**config.mk**
```make
export PLATFORM = sky130hd
export DESIGN_NAME = fir_param_core
export DESIGN_NICKNAME = d
export VERILOG_FILES = /design/src/rtl/fir_pkg.sv /design/src/rtl/fir_sat_shift.sv /design/src/rtl/fir_param_core.sv
export SDC_FILE = /design/constraint.sdc
export NUM_CORES = 1
export LEC_CHECK = 0
export ABC_AREA = 1
export CAP_MARGIN = 20
export CELL_PAD_IN_SITES_DETAIL_PLACEMENT = 1
export CELL_PAD_IN_SITES_GLOBAL_PLACEMENT = 1
export CORE_ASPECT_RATIO = 0.6
export CORE_UTILIZATION = 53
export DETAILED_ROUTE_END_ITERATION = 12
export PLACE_DENSITY_LB_ADDON = 0.1
export RECOVER_POWER = 100
export SLEW_MARGIN = 20
export SYNTH_ARGS = -nofsm -noshare
export SYNTH_HDL_FRONTEND = slang
export SYNTH_SLANG_ARGS = --single-unit
```
**constraint.sdc**
```tcl
create_clock -name clk -period 8.9 [get_ports clk]
set_input_delay 0.89 -clock clk [delete_from_list [all_inputs] [get_ports clk]]
set_output_delay 0.89 -clock clk [all_outputs]
set_load 0.01 [all_outputs]
```
**src/rtl/fir_pkg.sv**
```systemverilog
// Shared types and helpers for the FIR filter family.
// State encoding, accumulator sizing and output saturation.
package fir_pkg;

    typedef enum logic [1:0] {
        IDLE,
        LOAD,
        FLUSH
    } fir_state_t;

    function automatic int acc_width(int data_w, int coef_w, int taps);
        return data_w + coef_w + $clog2(taps);
    endfunction

    function automatic logic signed [63:0] saturate(
        logic signed [63:0] value,
        int                 out_w
    );
        logic signed [63:0] hi;
        logic signed [63:0] lo;
        hi = (64'sd1 <<< (out_w - 1)) - 64'sd1;
        lo = -hi - 64'sd1;
        if (value > hi) return hi;
        if (value < lo) return lo;
        return value;
    endfunction

endpackage

```
**src/rtl/fir_sat_shift.sv**
```systemverilog
// Arithmetic right shift of the accumulator, then clamp
// into the signed output range.
module fir_sat_shift
    import fir_pkg::*;
#(
    parameter int ACC_W = 11,
    parameter int SHIFT = 0,
    parameter int OUT_W = 8
) (
    input  logic signed [ACC_W-1:0] acc,
    output logic signed [OUT_W-1:0] y
);

    logic signed [ACC_W-1:0] shifted;

    // Floor-rounding shift keeps the sign of negative sums.
    assign shifted = acc >>> SHIFT;
    assign y = OUT_W'(saturate(64'(shifted), OUT_W));

endmodule

```
**src/rtl/fir_param_core.sv**
```systemverilog
// Parametrised streaming FIR: delay line, coefficient bank,
// load FSM, product stage and registered saturated sum.
module fir_param_core
    import fir_pkg::*;
#(
    parameter int DATA_W = 6,
    parameter int COEF_W = 2,
    parameter int TAPS   = 8,
    parameter int OUT_W  = 8,
    parameter int SHIFT  = 0
) (
    input  logic                     clk,
    input  logic                     reset,
    input  logic signed [DATA_W-1:0] x_in,
    input  logic                     in_valid,
    output logic                     in_ready,
    input  logic signed [COEF_W-1:0] coef_in,
    input  logic                     coef_valid,
    output logic                     coef_ready,
    output logic                     coef_done,
    output logic signed [OUT_W-1:0]  y_out,
    output logic                     y_valid
);

    localparam int ACC_W = acc_width(DATA_W, COEF_W, TAPS);
    localparam int CNT_W = $clog2(TAPS);

    logic [1:0]  rst_sync;
    logic        rst_n;
    logic        active;
    fir_state_t  state;
    fir_state_t  state_nx;
    logic [CNT_W-1:0] cnt;
    logic        last;
    logic        in_acc;
    logic        coef_acc;
    logic        v0;
    logic        v1;

    logic signed [COEF_W-1:0] coef [TAPS];
    logic signed [DATA_W-1:0] dly  [TAPS];
    logic signed [ACC_W-1:0]  prod [TAPS];
    logic signed [ACC_W-1:0]  acc_sum;
    logic signed [OUT_W-1:0]  y_sat;

    // Reset asserts at once and releases two edges later.
    always_ff @(posedge clk or negedge reset) begin
        if (!reset) begin
            rst_sync <= 2'b00;
            active   <= 1'b0;
        end else begin
            rst_sync <= {rst_sync[0], 1'b1};
            active   <= rst_sync[0];
        end
    end

    assign rst_n    = rst_sync[1];
    assign in_acc   = in_valid && in_ready;
    assign coef_acc = coef_valid && coef_ready;
    assign last     = (cnt == CNT_W'(TAPS - 1));

    // FSM state register.
    always_ff @(posedge clk or negedge rst_n) begin
        if (!rst_n) state <= IDLE;
        else        state <= state_nx;
    end

    // FSM next-state: a word starts a load, the last word flushes.
    always_comb begin
        state_nx = state;
        unique case (state)
            IDLE:    if (coef_acc) state_nx = LOAD;
            LOAD:    if (coef_acc && last) state_nx = FLUSH;
            FLUSH:   state_nx = IDLE;
            default: state_nx = IDLE;
        endcase
    end

    // FSM outputs: coefficients win over samples in IDLE.
    always_comb begin
        in_ready   = 1'b0;
        coef_ready = 1'b0;
        coef_done  = 1'b0;
        if (active) begin
            unique case (state)
                IDLE: begin
                    in_ready   = !coef_valid;
                    coef_ready = 1'b1;
                end
                LOAD:    coef_ready = 1'b1;
                FLUSH:   coef_done  = 1'b1;
                default: ;
            endcase
        end
    end

    // Coefficient bank written in tap order; reset gives pass-through.
    always_ff @(posedge clk or negedge rst_n) begin
        if (!rst_n) begin
            cnt <= '0;
            for (int k = 0; k < TAPS; k++)
                coef[k] <= (k == 0) ? COEF_W'(1) : COEF_W'(0);
        end else if (state == FLUSH) begin
            cnt <= '0;
        end else if (coef_acc) begin
            cnt <= cnt + 1'b1;
            for (int k = 0; k < TAPS; k++)
                if (cnt == CNT_W'(k)) coef[k] <= coef_in;
        end
    end

    // Delay line shifts per accepted sample, cleared after a load.
    always_ff @(posedge clk or negedge rst_n) begin
        if (!rst_n) begin
            for (int k = 0; k < TAPS; k++) dly[k] <= '0;
        end else if (state == FLUSH) begin
            for (int k = 0; k < TAPS; k++) dly[k] <= '0;
        end else if (in_acc) begin
            dly[0] <= x_in;
            for (int k = 1; k < TAPS; k++) dly[k] <= dly[k-1];
        end
    end

    // Product stage sees the shifted line one cycle after acceptance.
    always_ff @(posedge clk or negedge rst_n) begin
        if (!rst_n) begin
            v0 <= 1'b0;
            v1 <= 1'b0;
            for (int k = 0; k < TAPS; k++) prod[k] <= '0;
        end else begin
            v0 <= in_acc;
            v1 <= v0;
            if (v0) begin
                for (int k = 0; k < TAPS; k++)
                    prod[k] <= ACC_W'(coef[k]) * ACC_W'(dly[k]);
            end
        end
    end

    // Full-precision sum of all products.
    always_comb begin
        acc_sum = '0;
        for (int k = 0; k < TAPS; k++) acc_sum = acc_sum + prod[k];
    end

    fir_sat_shift #(
        .ACC_W (ACC_W),
        .SHIFT (SHIFT),
        .OUT_W (OUT_W)
    ) u_sat (
        .acc (acc_sum),
        .y   (y_sat)
    );

    // Output register holds the last result; valid is a pulse.
    always_ff @(posedge clk or negedge rst_n) begin
        if (!rst_n) begin
            y_out   <= '0;
            y_valid <= 1'b0;
        end else begin
            y_valid <= v1;
            if (v1) y_out <= y_sat;
        end
    end

endmodule

```
==> results.toml <==
[run_status]
status = "finished with violations"
violations = "max-capacitance violations, max-slew violations"

[finish]
fillers = 2158
fin_util_pct = 59.6
syn2layout_area_growth_pct = 9.51
drive_gt1_share_pct = 3.78
final_area_mm2 = 0.0108
antenna_cells = 0
layout_commonest_cell = "nand2_1"
final_cell_mix = "224 x nand2_1, 201 x inv_1, 144 x dfrtp_1"
fin_nets = 1320

[clock_network]
cts_max_level = 4
cts_resized = 0
cts_setup_buffers = 0
insertion_delay_ns = 0.45
clk_pin_slew_worst_paths_ns = 0.06
numCtsBuffers = 17
clock_path_buffers = 2
cts-root-buf = "clkbuf_16"
cts.sinks = 146
cts_hold_buffers = 0
cts_tree = "built"

[min_path]
hold_depth = 0
min_to = "active"
min_from = "rst_sync[0]"
hold_class = "register to register"

[die]
dieArea_mm2 = 0.0192
die_y_um = 108
die_x_um = 178
start_util_pct = 54.4
num_io_pins = 24
rows = 38
coreArea_mm2 = 0.0181

[routing]
route.detailed.drc = 0
vias = 7616
wl_per_cell_um = 18.8
drtPass1Iterations = 4
routed_via_density = 5.42
drtIter0Drc = 446
drtAntennaViolNets = 0
wl_um = 26400

[placed_design]
gp_congestion = 0.867
placed_area_mm2 = 0.0103
io_buffers = 23
dp_hpwl_um = 19900

[critical_path]
path_max_fanout = 62
path_buf_inv = 1
critPathMaxStageDelay_ns = 2.45
cp_top_family = "buffers and inverters"
cp-startpoint = "active"
crit-reg2reg-launch = "active"
regToRegEndpoint = "v0"
start_kind = "register"
r2r_cells = 1
cp.arrival_ns = 4.76
path_class = "register to async pin"
required_ns = 8.44
r2r_slack_ns = 3.68
worstPathCellList = "clkbuf_1"
slowest_stage = "clkbuf_1"
endpoint_kind = "async pin"

[job]
maxCapViolCount = 6

[timing]
post-route-period-util_pct = 58.6
rsz0062_at_grt = "false"
hold_slack_ns = 0.354
slew_headroom_pct = -123
finClkSkew_ns = 0.0110
setup_viol = 0
drv_slew = 316
tightest_slew_ns = 3.35
tns_ns = 0
timing.fmax_mhz = 192
hold_violations = 0
min_period_ns = 5.22

[logic_synthesis]
yosysUniqueCellTypes = 35
synth_nets = 1305
ys_ff_latch = 146
synth_area_leaders = "dfrtp_1 37%, fa_1 14%, ha_1 11%"
syn_area_mm2 = 0.00986
yosys.area.top_type_share_pct = 36.8
async_reset_ff_share_pct = 100
synth_edf_count = 0
syn_avg_cell_area_um2 = 8.67
ys_warn_count = 0
synthFlopType = "dfrtp_1"
synth_cells = 1137
yosysTopAreaCell = "dfrtp_1"
ys_seq_area_share_pct = 37.1

[grt]
grt_use_total_pct = 29.8
grt_pass1_vias = 8022
grt_pass1_wl_um = 42300
antenna_found_initial = 0
grt_max_degree = 82
gr-total-overflow = 0
how the worst max path moves through the flow:
| stage | cells after the start | to | slack (ns) |
|---|---|---|---|
| global route | 1 | v0 | 2.61 |
| global placement | 17 | y_out[1] | 4.60 |
| detailed placement | 18 | y_out[4] | 4.50 |
| floorplan | 2 | in_ready | 3.77 |
| finish | 1 | v0 | 3.68 |
| CTS | 18 | y_out[2] | 4.42 |
final cells by class:
cell class              count  area [um2]  area share [%]
flip-flops and latches    146        3660            33.9
inverters                 203         763            7.07
repair buffers             29         256            2.38
well taps                 240         300            2.78
multi-input cells         755        5250            48.6
clock inverters            14         131            1.22
clock buffers              18         439            4.07
routing by layer:
| metal | wire length [um] | global-route usage, % | vias up |
|---|---|---|---|
| met5 | 0 | 0 | - |
| met4 | 418 | 8.12 | 0 |
| met3 | 1210 | 6.78 | 32 |
| met2 | 11900 | 46.1 | 120 |
| met1 | 12900 | 42.0 | 3842 |
| li1 | - | - | 3622 |
metrics by stage:
stage	std cells	setup WS, ns
after floorplan	1137	3.77
after global placement	1372	4.60
after detailed placement	1373	4.50
after CTS	1405	4.42
after global routing	1405	2.61
final	1405	3.68
cell families after synthesis:
family,share of synthesized area (%)
fa+ha+maj,24.9
other cells,0.0380
buf+inv,9.48
compound gates,9.84
flops,37.1
simple gates,16.6
xor+xnor,2.04
state kept, by name (all words and copies together), names as in the netlist:
name / count
active: 1
cnt: 3
coef: 16
dly: 48
prod: 64
rst_sync: 1
state: 2
v0: 1
v1: 1
y_out: 8
y_valid: 1
cell usage after synthesis, drive strengths merged (4+ instances only):
cell	count
o31ai	9
dfrtp	145
ha	89
clkbuf	14
inv	202
a21oi	38
nor2	68
fa	67
nor3	7
o21ai	126
xor2	12
nand4	4
buf	19
xnor2	11
nand3	90
nand2	224
o22ai	7
Power is left out: the tool's default activity adds up to more than one toggle a clock period on the data nets, which glitch-free logic cannot reach.
